## src/rtl/adc128s_pkg.sv

```systemverilog
// Shared sizes and types for the ADC128S SPI A2D model.
package adc128s_pkg;
    localparam int NUM_CH     = 8;
    localparam int FRAME_BITS = 16;
    localparam int CH_MSB     = 13;
    localparam int CH_LSB     = 11;
    localparam int DATA_W     = 12;

    typedef logic [2:0] ch_t;
endpackage

```

## src/rtl/spi_slave16.sv

```systemverilog
// 16-bit SPI slave: synchronizers, SCLK/SS_n edge detect, shift register, bit counter.
// Latency: MISO MSB 3 clk after SS_n fall, next bit 3 clk after each SCLK rise.
// Backpressure: none, the master owns timing; partial frames never raise frame_done.
module spi_slave16
    import adc128s_pkg::*;
(
    input  logic                  clk,
    input  logic                  rst_n,
    input  logic                  ss_n,
    input  logic                  sclk,
    input  logic                  mosi,
    input  logic [FRAME_BITS-1:0] load_dat,
    output logic                  frame_start,
    output logic                  frame_done,
    output ch_t                   rx_ch,
    output logic                  miso
);
    localparam logic [4:0] FULL = 5'(FRAME_BITS);

    logic [2:0]            ss_sync;
    logic [2:0]            sclk_sync;
    logic [1:0]            mosi_sync;
    logic [FRAME_BITS-1:0] shreg;
    logic [4:0]            bitcnt;
    logic                  frame_end;
    logic                  sclk_rise;

    always_ff @(posedge clk or negedge rst_n) begin
        if (!rst_n) begin
            ss_sync   <= '1;
            sclk_sync <= '1;
            mosi_sync <= '0;
        end else begin
            ss_sync   <= {ss_sync[1:0], ss_n};
            sclk_sync <= {sclk_sync[1:0], sclk};
            mosi_sync <= {mosi_sync[0], mosi};
        end
    end

    assign frame_start = ss_sync[2] & ~ss_sync[1];
    assign frame_end   = ~ss_sync[2] & ss_sync[1];
    // Only rises inside a frame count; SCLK activity while deselected is ignored.
    assign sclk_rise   = sclk_sync[1] & ~sclk_sync[2] & ~ss_sync[2];
    assign frame_done  = frame_end && (bitcnt == FULL);

    always_ff @(posedge clk or negedge rst_n) begin
        if (!rst_n) begin
            shreg  <= '0;
            bitcnt <= '0;
        end else if (frame_start) begin
            shreg  <= load_dat;
            bitcnt <= '0;
        end else if (sclk_rise) begin
            shreg  <= {shreg[FRAME_BITS-2:0], mosi_sync[1]};
            if (bitcnt != FULL)
                bitcnt <= bitcnt + 5'd1;
        end
    end

    assign rx_ch = shreg[CH_MSB:CH_LSB];
    assign miso  = shreg[FRAME_BITS-1] & ~ss_sync[2];
endmodule

```

## src/rtl/adc128s.sv

```systemverilog
// ADC128S model: 8 self-decrementing channel values served over 16-bit SPI frames.
// Latency: channel pointer and value update 3 clk after SS_n rise.
// Backpressure: none; an aborted frame leaves all channel state untouched.
module adc128s
    import adc128s_pkg::*;
#(
    parameter logic [DATA_W-1:0] BASE = 12'hC00,
    parameter logic [DATA_W-1:0] STEP = 12'h010
) (
    input  logic clk,
    input  logic rst_n,
    input  logic SS_n,
    input  logic SCLK,
    input  logic MOSI,
    output logic MISO
);
    logic [DATA_W-1:0] val [NUM_CH];
    ch_t               ch_ptr;
    ch_t               ret_ch;
    ch_t               rx_ch;
    logic              frame_start;
    logic              frame_done;
    logic [FRAME_BITS-1:0] load_dat;

    assign load_dat = {{(FRAME_BITS-DATA_W){1'b0}}, val[ch_ptr]};

    spi_slave16 u_spi (
        .clk         (clk),
        .rst_n       (rst_n),
        .ss_n        (SS_n),
        .sclk        (SCLK),
        .mosi        (MOSI),
        .load_dat    (load_dat),
        .frame_start (frame_start),
        .frame_done  (frame_done),
        .rx_ch       (rx_ch),
        .miso        (MISO)
    );

    // ret_ch remembers which channel this frame returned, so the decrement hits it.
    always_ff @(posedge clk or negedge rst_n) begin
        if (!rst_n) begin
            for (int i = 0; i < NUM_CH; i++)
                val[i] <= BASE + DATA_W'(i);
            ch_ptr <= '0;
            ret_ch <= '0;
        end else if (frame_done) begin
            val[ret_ch] <= val[ret_ch] - STEP;
            ch_ptr      <= rx_ch;
        end else if (frame_start) begin
            ret_ch <= ch_ptr;
        end
    end
endmodule

```

## config.mk

```make
export PLATFORM = sky130hd
export DESIGN_NAME = adc128s
export DESIGN_NICKNAME = d
export VERILOG_FILES = /design/src/rtl/adc128s_pkg.sv /design/src/rtl/spi_slave16.sv /design/src/rtl/adc128s.sv
export SDC_FILE = /design/constraint.sdc
export NUM_CORES = 1
export LEC_CHECK = 0
export ABC_AREA = 1
export BUFFER_PORTS_ARGS = -buffer_cell sky130_fd_sc_hd__buf_4
export CAP_MARGIN = 40
export CORE_MARGIN = 2
export CORE_UTILIZATION = 40
export CTS_CLUSTER_DIAMETER = 40
export CTS_CLUSTER_SIZE = 12
export DETAILED_ROUTE_END_ITERATION = 6
export PLACE_DENSITY = 0.67
export SYNTH_ARGS = -nofsm -noshare
export SYNTH_HDL_FRONTEND = slang
export SYNTH_SLANG_ARGS = --single-unit
```

## constraint.sdc

```tcl
create_clock -name clk -period 3.1 [get_ports clk]
set_clock_uncertainty 0.2 [all_clocks]
set_input_delay 0 -clock clk [delete_from_list [all_inputs] [get_ports clk]]
set_output_delay 0 -clock clk [all_outputs]
set_load 0.1 [all_outputs]
```

# ---- Word-level counts from Yosys, hierarchy flattened
# Index checks and enable logic that the tools add are counted.
dict set report totals {
  word_cells 53
  reg_bits 131
  output_inout_bits 1
}
dict set report classes {
  eq_ne 2
  n_reduce_logical 6
  order_cmp 3
  addsub 2
  muxes 14
  n_bitwise 11
}
# cell n
set ops {}
lappend ops {{$bwmux 96} 1}
lappend ops {{$bmux 12 s3} 2}
lappend ops {{$mux 12} 5}
lappend ops {{$demux 12 s3} 1}
lappend ops {{$mux 16} 2}
lappend ops {{$mux 5} 3}
lappend ops {{$sub 12x5->12 const B} 1}
lappend ops {{$ge 4x4->1 const B} 2}
lappend ops {{$not 3->4} 2}
lappend ops {{$add 5x1->5 const B} 1}
lappend ops {{$and 1x1->1} 5}
lappend ops {{$eq 5x5->1 const B} 1}
lappend ops {{$ne 5x5->1 const B} 1}
lappend ops {{$lt 4x1->1 const B} 1}
lappend ops {{$not 1->1} 4}
lappend ops {{$reduce_and 2->1} 2}
lappend ops {{$reduce_bool 2->1} 2}
lappend ops {{$logic_and 1x1->1} 2}

# ---- Longest topological paths before layout
# Gate-level depths: netlist (run 1).
dict set report depth {
  word_depth 6
  ltp_mapped 16
  mapped_depth_nobuf 15
}

# ---- Cells and area by module
# From an unflattened synthesis (run 1), not the netlist that was laid out.
dict set report hier_totals {
  hier_cells 843
  area_unflattened_um2 6542.5
}
# module cells_each n_inst seq_area_each_um2 area_each_um2
set by_module_without_submodules {}
lappend by_module_without_submodules {adc128s 696 1 2587.5 5252.5}
lappend by_module_without_submodules {spi_slave16 147 1 733.2 1290.0}

# ---- Least setup slack after synthesis (run 1)
# Ideal clock, no wire load.
dict set report synth_path {
  kind {reg2reg}
  start {register ret_ch[0]}
  end {register val[32] (netlist name)}
  t_arrival_ns 1.982
  path_slack_ns 0.796
  stages_incl_launch_ff 17
  required_ns 2.779
  setup_time_ns 0.121
  n_path_buf 1
  cell_sequence {dfrtp_1 > inv_2 > buf_2 > nor2_1 > nand2_1 > nand2_1 > nor2_1 > nand2_1 > inv_1 > ha_1 > inv_1 > nor3_2 > nand2_1 > nand2_1 > nand2_1 > nand2_1 > o21ai_1}
}
dict set report synth_between {
  elab_chain_cells 6
  word_cells_on_any_way 11
  cone_classes {add/sub (1); order compare (2); mux (6); bitwise (1); reduce/logical (1)}
}
# item line_no
set synth_rtl {}
lappend synth_rtl {{start: declaration} adc128s.sv:19} ;# ch_t ret_ch;
lappend synth_rtl {{start signal: assignment} adc128s.sv:51} ;# ret_ch <= ch_ptr;
lappend synth_rtl {{$not 3->4 (implied by the code) *} adc128s.sv:48} ;# val[ret_ch] <= val[ret_ch] - STEP;
lappend synth_rtl {{$bmux 12 s3 (tied with other cells)} adc128s.sv:48}
lappend synth_rtl {{$mux 12 (implied by the code) / $logic_and 1x1->1 (equally long branches)} adc128s.sv:48}
lappend synth_rtl {{$mux 12 (implied by the code)} adc128s.sv:48}
lappend synth_rtl {{$sub 12x5->12 / $demux 12 s3 (equally long branches)} adc128s.sv:48}
lappend synth_rtl {{$bwmux 96 *} adc128s.sv:48}
lappend synth_rtl {{end signal: indexed assignment} adc128s.sv:44} ;# val[i] <= BASE + DATA_W'(i);
lappend synth_rtl {{end signal: indexed assignment} adc128s.sv:48}
lappend synth_rtl {{end: declaration} adc128s.sv:17} ;# logic [DATA_W-1:0] val [NUM_CH];
# Mark *: on every way between the ends. The rest lies on a longest branch, timed or not. The select of a mux whose other input is x is not followed.
# A chain may end at the register's enable or synchronous reset.

# ---- Worst setup path after layout (run 1)
dict set report layout_path {
  start {register ret_ch[1]}
  end {register val[80] (netlist name)}
}
# The elaborated chain is that of the path after synthesis.

==> metrics.txt, run 1 <==
# TYPE chip_impl_metric gauge
chip_impl_info{name="timing.critical_path.slowest_stage_cell",value="dfrtp_1"} 1
chip_impl_metric{name="wl_per_cell",unit="um"} 16.0
chip_impl_metric{name="cp_data_required_time",unit="ps"} 3200
chip_impl_metric{name="tritoncts_buffer_count",unit=""} 17
chip_impl_metric{name="totalNegativeSetupSlack",unit="ps"} 0
chip_impl_metric{name="worst_slew_pin_slew",unit="ps"} 877
chip_impl_metric{name="total_of_hold_buffers_inserted_after_clock_tree_synthesis",unit=""} 7
chip_impl_metric{name="grt_max_degree",unit=""} 54
chip_impl_metric{name="clk_path_buf_depth",unit=""} 2
chip_impl_info{name="crit_family",value="simple AND/OR/NAND/NOR gates"} 1
chip_impl_info{name="timing.critical_path.to_type",value="flop"} 1
chip_impl_metric{name="syn2layout_area_growth",unit="%"} 13.7
chip_impl_metric{name="detail_route.first_pass.iterations",unit=""} 5
chip_impl_metric{name="cts_num_sinks",unit=""} 131
chip_impl_info{name="outcome",value="completed"} 1
chip_impl_info{name="worst_setup_start_kind",value="flop"} 1
chip_impl_metric{name="irDropWorstVdd",unit="mV"} 0.389
chip_impl_metric{name="cts.reportedPaths.clkPinSlew",unit="ps"} 60
chip_impl_metric{name="synth-seq-cells",unit=""} 131
chip_impl_metric{name="share_clk_of_total_power",unit="%"} 53.3
chip_impl_metric{name="report.final.hold_viol_count",unit=""} 0
chip_impl_metric{name="grt_pass1_wl",unit="mm"} 26.6
chip_impl_info{name="timing.critical_path.cells",value="inv_1 > nor2_1 > nand3_1 > nand2_1 > nor2_1 > nand2_1 > inv_1 > ha_1 > inv_1 > nor3_2 > nand2_1 > nand2_1 > nand2_1 > nand2_1 > o21ai_1"} 1
chip_impl_metric{name="avgSynthCellArea",unit="sq um"} 7.88
chip_impl_metric{name="synth.cell_area",unit="sq um"} 6400
chip_impl_metric{name="worst_path_largest_cell_delay",unit="ps"} 370
chip_impl_metric{name="grt.overflow.total",unit=""} 0
chip_impl_metric{name="timing.critical_path.buf_inv",unit=""} 3
chip_impl_metric{name="slew_headroom",unit="%"} 41.5
chip_impl_metric{name="fp.coreArea",unit="sq um"} 15800
chip_impl_metric{name="route.detailed.drc",unit=""} 0
chip_impl_metric{name="cap_viol_max_count",unit=""} 0
chip_impl_metric{name="cp_max_fo",unit=""} 13
chip_impl_metric{name="place_hpwl",unit="mm"} 10.6
chip_impl_metric{name="routabilityCongestion",unit=""} 0.892
chip_impl_metric{name="dr.first_iter.drc_count",unit=""} 495
chip_impl_metric{name="first_global_vias",unit=""} 5003
chip_impl_metric{name="rows",unit=""} 46
chip_impl_metric{name="switching_share",unit="%"} 22.6
chip_impl_metric{name="report.power.total",unit="mW"} 4.07
chip_impl_info{name="grt_setup_unrepaired",value="false"} 1
chip_impl_metric{name="yosys_warnings",unit=""} 0
chip_impl_metric{name="p_switching",unit="mW"} 0.921
chip_impl_info{name="clock_tree.root_cell",value="clkbuf_16"} 1
chip_impl_metric{name="power.static_leakage",unit="nW"} 3.41
chip_impl_metric{name="power.sequential.fraction",unit="%"} 43.6
chip_impl_metric{name="final_antenna_net_count",unit=""} 0
chip_impl_metric{name="die_height",unit="um"} 130
chip_impl_metric{name="antenna_cells",unit=""} 0
chip_impl_info{name="crit_path_frequent_cell",value="nand2_1"} 1
chip_impl_metric{name="wl",unit="mm"} 16.4
chip_impl_metric{name="die_area",unit="sq um"} 17000
chip_impl_metric{name="grt_antenna_before_repair",unit=""} 0
chip_impl_metric{name="share_comb_of_total_power",unit="%"} 3.1
chip_impl_metric{name="via_cell_ratio",unit=""} 5.20
chip_impl_metric{name="floorplan.initialDensity",unit="%"} 40.6
chip_impl_metric{name="post_cts_buffers",unit=""} 0
chip_impl_metric{name="cts_htree_levels",unit=""} 4
chip_impl_metric{name="layout.nets",unit=""} 803
chip_impl_metric{name="internal-power",unit="mW"} 3.15
chip_impl_info{name="class_of_the_most_critical_setup_path",value="flop to flop"} 1
chip_impl_metric{name="seq_area_frac_synth",unit="%"} 51.9
chip_impl_metric{name="dieWidth",unit="um"} 130
chip_impl_metric{name="period_needed",unit="ps"} 2760
chip_impl_info{name="cts_tree",value="yes"} 1
chip_impl_metric{name="final_slew_violations",unit=""} 0
chip_impl_metric{name="worstPathArrival",unit="ps"} 2870
chip_impl_metric{name="post_synth_inst_count",unit=""} 812
chip_impl_metric{name="numPortBuffers",unit=""} 5
chip_impl_metric{name="post_route_cells_drive_above_1_share",unit="%"} 12.6
chip_impl_metric{name="groute.usage.overall",unit="%"} 20.6
chip_impl_metric{name="fin_crit_sh",unit="%"} 89.2
chip_impl_metric{name="ctsResizeCount",unit=""} 0
chip_impl_metric{name="detailroute.via_count",unit=""} 5326
chip_impl_metric{name="cellPowerDensity",unit="nW/um^2"} 560
chip_impl_info{name="hp-class",value="input port to flop"} 1
chip_impl_metric{name="fmaxAchievable",unit="GHz"} 0.362
chip_impl_metric{name="netlist-cell-type-count",unit=""} 32
chip_impl_metric{name="synthesis.nets",unit=""} 820
chip_impl_metric{name="setup_viol",unit=""} 0
chip_impl_metric{name="io_pins",unit=""} 6
chip_impl_metric{name="clock_latency",unit="ps"} 430
==> cell usage after synthesis <==
cell type    n  area, sq um
nor2_4       1         11.3
nor3_1       3         15.0
inv_1       53          199
nand4_2      2         25.0
xor2_1       1         8.76
nor3_2       1         10.0
buf_1        1         3.75
nor2_8       2         40.0
nand3_1     44          220
nand2_1    245          920
a21oi_1     23          115
buf_4        3         22.5
nor3b_1      1         7.51
o21a_1       1         7.51
inv_2        3         11.3
xor2_4       1         27.5
dfrtp_1     97         2430
dfstp_2     34          893
nor2_1      65          244
clkbuf_1    51          191
a31oi_1     10         62.6
o211ai_1    12         90.1
o21ai_0     98          490
nand4_1      3         18.8
buf_2        6         30.0
nand2_2      5         31.3
nor2_2       1         6.26
clkinv_1    10         37.5
o22ai_1     16          100
ha_1         3         37.5
buf_6        2         22.5
o21ai_1     14         70.1
==> sequential cells by signal (all words and copies together) (netlist names) <==
name and cells:
u_spi.mosi_sync 2, ret_ch 3, ch_ptr 3, u_spi.bitcnt 5
u_spi.shreg 16, u_spi.sclk_sync 3, u_spi.ss_sync 3, val 96
==> placed cells by master (no fill, tap or decap), types with 10 or more instances in the layout <==
cell       synthesis  layout
nand2_1          245     245
o21ai_0           98      98
dfrtp_1           97      97
nor2_1            65      65
inv_1             53      53
nand3_1           44      44
dfstp_2           34      34
a21oi_1           23      23
buf_4              3      19
clkbuf_16          0      17
o22ai_1           16      16
o21ai_1           14      14
o211ai_1          12      12
clkinv_1          10      10
a31oi_1           10      10
==> final timing paths <==
path | end | cells after the start | slack [ps] | start
min reg2reg | u_spi.mosi_sync[1]$_DFF_PN0_ | 0 | 140 | u_spi.mosi_sync[0]$_DFF_PN0_
max in group asynchronous | val[59]$_DFFE_PN1P_ | 4 | 1760 | rst_n
max | val[80]$_DFFE_PN0P_ | 15 | 340 | ret_ch[1]$_DFFE_PN0P_
min in group asynchronous | val[48]$_DFFE_PN1P_ | 3 | 480 | rst_n
min | u_spi.mosi_sync[0]$_DFF_PN0_ | 2 | 20 | MOSI
max reg2reg | val[80]$_DFFE_PN0P_ | 15 | 340 | ret_ch[1]$_DFFE_PN0P_
==> power groups by stage <==
stage | Sequential, mW | Combinational (mW) | Clock (mW)
global route | 1.78 | 0.147 | 2.27
CTS | 1.77 | 0.130 | 2.20
finish | 1.77 | 0.127 | 2.17
detailed placement | 1.80 | 0.120 | 0
global placement | 1.80 | 0.117 | 0
floorplan | 1.79 | 0.0653 | 0
==> per-stage QoR <==
stage	worst slack, ps	hold WS (ps)	area (sq um)	util (%)	std cells
5_1_grt	89.8	29.7	7270	46.1	1024
3_3_place_gp	514	-147	6560	41.6	985
3_5_place_dp	397	-146	6560	41.6	985
4_1_cts	368	8.25	7270	46.1	1024
2_1_floorplan	796	-496	6400	-	812
6_report	336	22.4	7270	46.1	1024
==> metal layers <==
metal  up-vias  routed length [um]  GRT usage [%]
met5         -                   0              0
met4         0                 422           9.76
met3        34                 905           4.48
met2       177                7370           31.0
met1      2530                7690           28.6
li1       2585                   -              -
==> cell type report <==
class                      count  area [sq um]
clock buffer                  18           429
clock inverter                14           201
fill                        1552          8500
inverter                      66           248
multi-input combinational    552          2560
sequential                   131          3320
tap                          216           270
timing repair buffer          27           243
==> logic make-up (layout without fill, tap and decap cells) <==
logic type,Yosys count,count (layout),synth area share [%]
adder cells (fa/ha/maj),3,3,0.587
AO/OA/AOI/OAI,174,174,14.6
AND/OR/NAND/NOR,373,373,24.2
XOR/XNOR,2,2,0.567
buffers and inverters,129,125,8.10
flip-flops,131,131,51.9
Note: power is estimated with default switching activity, not from simulation.
==> inputs of run 2 (changes only) <==
--- a/config.mk
+++ b/config.mk
@@ -8,6 +8,7 @@
 export ABC_AREA = 1
 export BUFFER_PORTS_ARGS = -buffer_cell sky130_fd_sc_hd__buf_4
 export CAP_MARGIN = 40
+export CORE_ASPECT_RATIO = 1.75
 export CORE_MARGIN = 2
 export CORE_UTILIZATION = 40
 export CTS_CLUSTER_DIAMETER = 40
==> run 2 against run 1 <==
Effect of this change:
- wire length is 5.4% higher
- largest power group unchanged
- critical path depth fell by 3
- total power fell by 5.4%
- sequential power about the same
- critical path type unchanged
==> metrics.txt, run 2 (synthesis results as in run 1) <==
# TYPE chip_impl_metric gauge
chip_impl_metric{name="ctsResizeCount",unit=""} 0
chip_impl_metric{name="io_pins",unit=""} 6
chip_impl_metric{name="layout.nets",unit=""} 806
chip_impl_metric{name="clk_path_buf_depth",unit=""} 2
chip_impl_metric{name="cts.reportedPaths.clkPinSlew",unit="ps"} 60
chip_impl_metric{name="final_antenna_net_count",unit=""} 0
chip_impl_metric{name="routabilityCongestion",unit=""} 0.902
chip_impl_metric{name="die_area",unit="sq um"} 17100
chip_impl_metric{name="antenna_cells",unit=""} 0
chip_impl_metric{name="setup_viol",unit=""} 0
chip_impl_metric{name="via_cell_ratio",unit=""} 5.39
chip_impl_metric{name="report.power.total",unit="mW"} 3.85
chip_impl_metric{name="largest_register_ffs",unit=""} 96
chip_impl_info{name="grt_setup_unrepaired",value="false"} 1
chip_impl_metric{name="final_slew_violations",unit=""} 0
chip_impl_metric{name="cp_max_fo",unit=""} 15
chip_impl_metric{name="cts_htree_levels",unit=""} 4
chip_impl_info{name="crit_path_frequent_cell",value="nand2_1"} 1
chip_impl_metric{name="wl_per_cell",unit="um"} 17.3
chip_impl_metric{name="power.static_leakage",unit="nW"} 3.40
chip_impl_metric{name="cp_data_required_time",unit="ps"} 3200
chip_impl_metric{name="worst_path_largest_cell_delay",unit="ps"} 630
chip_impl_info{name="timing.critical_path.cells",value="nor2_1 > nand3_1 > nand2_1 > nor2_8 > ha_1 > inv_1 > nor3_2 > nand2_1 > nand2_1 > nand2_1 > nand2_1 > o21ai_1"} 1
chip_impl_metric{name="worstRegToRegCells",unit=""} 12
chip_impl_metric{name="dr.first_iter.drc_count",unit=""} 437
chip_impl_metric{name="place.detailed.instances",unit=""} 963
chip_impl_info{name="cts_tree",value="yes"} 1
chip_impl_metric{name="first_global_vias",unit=""} 5336
chip_impl_metric{name="totalNegativeSetupSlack",unit="ps"} 0
chip_impl_metric{name="floorplan.initialDensity",unit="%"} 40.5
chip_impl_metric{name="route.detailed.drc",unit=""} 0
chip_impl_metric{name="period_needed",unit="ps"} 2760
chip_impl_info{name="timing.critical_path.slowest_stage_cell",value="dfrtp_1"} 1
chip_impl_info{name="layout_common_cells",value="nand2_1, o21ai_0, dfrtp_1, nor2_1, inv_1"} 1
chip_impl_metric{name="clock_latency",unit="ps"} 420
chip_impl_metric{name="grt.overflow.total",unit=""} 0
chip_impl_metric{name="cellPowerDensity",unit="nW/um^2"} 535
chip_impl_metric{name="total_of_hold_buffers_inserted_after_clock_tree_synthesis",unit=""} 5
chip_impl_info{name="timing.critical_path.to_type",value="flop"} 1
chip_impl_metric{name="slew_headroom",unit="%"} 51.7
chip_impl_metric{name="cap_viol_max_count",unit=""} 0
chip_impl_metric{name="finish.cell_count_without_fillers",unit=""} 1000
chip_impl_metric{name="tritoncts_buffer_count",unit=""} 17
chip_impl_metric{name="cts_num_sinks",unit=""} 131
chip_impl_metric{name="worst_hold_path.num_cells",unit=""} 2
chip_impl_metric{name="worst_slew_pin_slew",unit="ps"} 724
chip_impl_metric{name="fp.coreArea",unit="sq um"} 15800
chip_impl_metric{name="numPortBuffers",unit=""} 5
chip_impl_metric{name="timing.critical_path.buf_inv",unit=""} 1
chip_impl_metric{name="wl",unit="mm"} 17.3
chip_impl_info{name="mostFrequentLayoutCell",value="nand2_1"} 1
chip_impl_metric{name="syn2layout_area_growth",unit="%"} 12.5
chip_impl_metric{name="post_cts_buffers",unit=""} 0
chip_impl_metric{name="grt_max_degree",unit=""} 80
chip_impl_metric{name="grt_pass1_wl",unit="mm"} 27.6
chip_impl_info{name="class_of_the_most_critical_setup_path",value="flop to flop"} 1
chip_impl_info{name="outcome",value="completed"} 1
chip_impl_info{name="crit_family",value="simple AND/OR/NAND/NOR gates"} 1
chip_impl_metric{name="place_hpwl",unit="mm"} 11.7
chip_impl_metric{name="detailroute.via_count",unit=""} 5386
chip_impl_info{name="clock_tree.root_cell",value="clkbuf_16"} 1
chip_impl_metric{name="irDropWorstVdd",unit="mV"} 0.357
chip_impl_metric{name="fin_crit_sh",unit="%"} 89.1
chip_impl_metric{name="groute.usage.overall",unit="%"} 21.4
chip_impl_metric{name="final_util",unit="%"} 45.6
chip_impl_metric{name="report.final.hold_viol_count",unit=""} 0
chip_impl_info{name="worst_setup_start_kind",value="flop"} 1
chip_impl_metric{name="rows",unit=""} 61
chip_impl_metric{name="grt_antenna_before_repair",unit=""} 0
chip_impl_info{name="registers.top_by_ff_count",value="val"} 1
chip_impl_metric{name="fmaxAchievable",unit="GHz"} 0.362
chip_impl_metric{name="worstPathArrival",unit="ps"} 2860
chip_impl_metric{name="critical_path_depth",unit=""} 12
chip_impl_metric{name="die_height",unit="um"} 171
chip_impl_metric{name="post_route_cells_drive_above_1_share",unit="%"} 13.3
chip_impl_info{name="biggest_regs",value="val x96, u_spi.shreg x16, u_spi.bitcnt x5"} 1
chip_impl_info{name="hp-class",value="input port to flop"} 1
chip_impl_metric{name="detail_route.first_pass.iterations",unit=""} 5
chip_impl_metric{name="dieWidth",unit="um"} 99.6
==> run 2: cell count changes in the layout (fill, tap and decap cells not counted) <==
cell,previous run,this run
buf_4,19,24
dlygate4sd3_1,6,4
clkinv_2,1,2
clkinv_4,2,3
inv_8,0,2
clkbuf_1,1,0
bufinv_16,4,1
==> run 2: worst paths after layout <==
check                      slack, ps                         start                            to
setup / recovery                 340         ret_ch[1]$_DFFE_PN0P_           val[80]$_DFFE_PN0P_
hold / removal                    30                          MOSI  u_spi.mosi_sync[0]$_DFF_PN0_
min in group asynchronous         80                         rst_n    u_spi.ss_sync[0]$_DFF_PN1_
hold reg to reg                  150  u_spi.sclk_sync[0]$_DFF_PN1_  u_spi.sclk_sync[1]$_DFF_PN1_
setup reg to reg                 340         ret_ch[1]$_DFFE_PN0P_           val[80]$_DFFE_PN0P_
max in group asynchronous       2130                         rst_n           val[49]$_DFFE_PN1P_
==> run 2: routing by layer <==
layer	GRT usage, %	vias up	share of wire (%)
met5	0	-	0
met4	15.8	0	6.9
met3	4.23	66	3.6
met2	36.8	175	51
met1	23.0	2549	38
li1	-	2596	-
==> run 2: metrics by stage <==
step	setup slack [ps]	area, sq um	hold WS [ps]
finish	336	7200	31.0
CTS	339	7200	17.9
detailed placement	356	6560	-119
global route	53.8	7200	11.8
global placement	400	6560	-125
floorplan	796	6400	-496
==> run 2: power by group <==
part | total, mW | internal (mW) | switching, mW | leakage [nW]
logic | 0.126 | 0.0387 | 0.0874 | 1.44
clock network | 1.95 | 1.13 | 0.823 | 0.279
registers | 1.77 | 1.75 | 0.0247 | 1.68
total | 3.85 | 2.91 | 0.935 | 3.40
==> run 2: worst reg2reg max path, delay by kind of cell (launching register included) <==
| kind | cells | cell delay, ps |
|---|---|---|
| and+or+nand+nor | 9 | 1490 |
| DFF | 1 | 630 |
| adders and majority gates | 1 | 180 |
| AOI/OAI and AO/OA | 1 | 80 |
| buffers and inverters | 1 | 60 |
==> run 2: area by class of cell <==
cell class / instances / area [sq um]
clock inverter: 15 / 148
tap: 189 / 236
timing repair buffer: 30 / 260
inverter: 66 / 248
multi-input combinational: 552 / 2560
clock buffer: 17 / 425
fill: 1515 / 8600
sequential: 131 / 3320
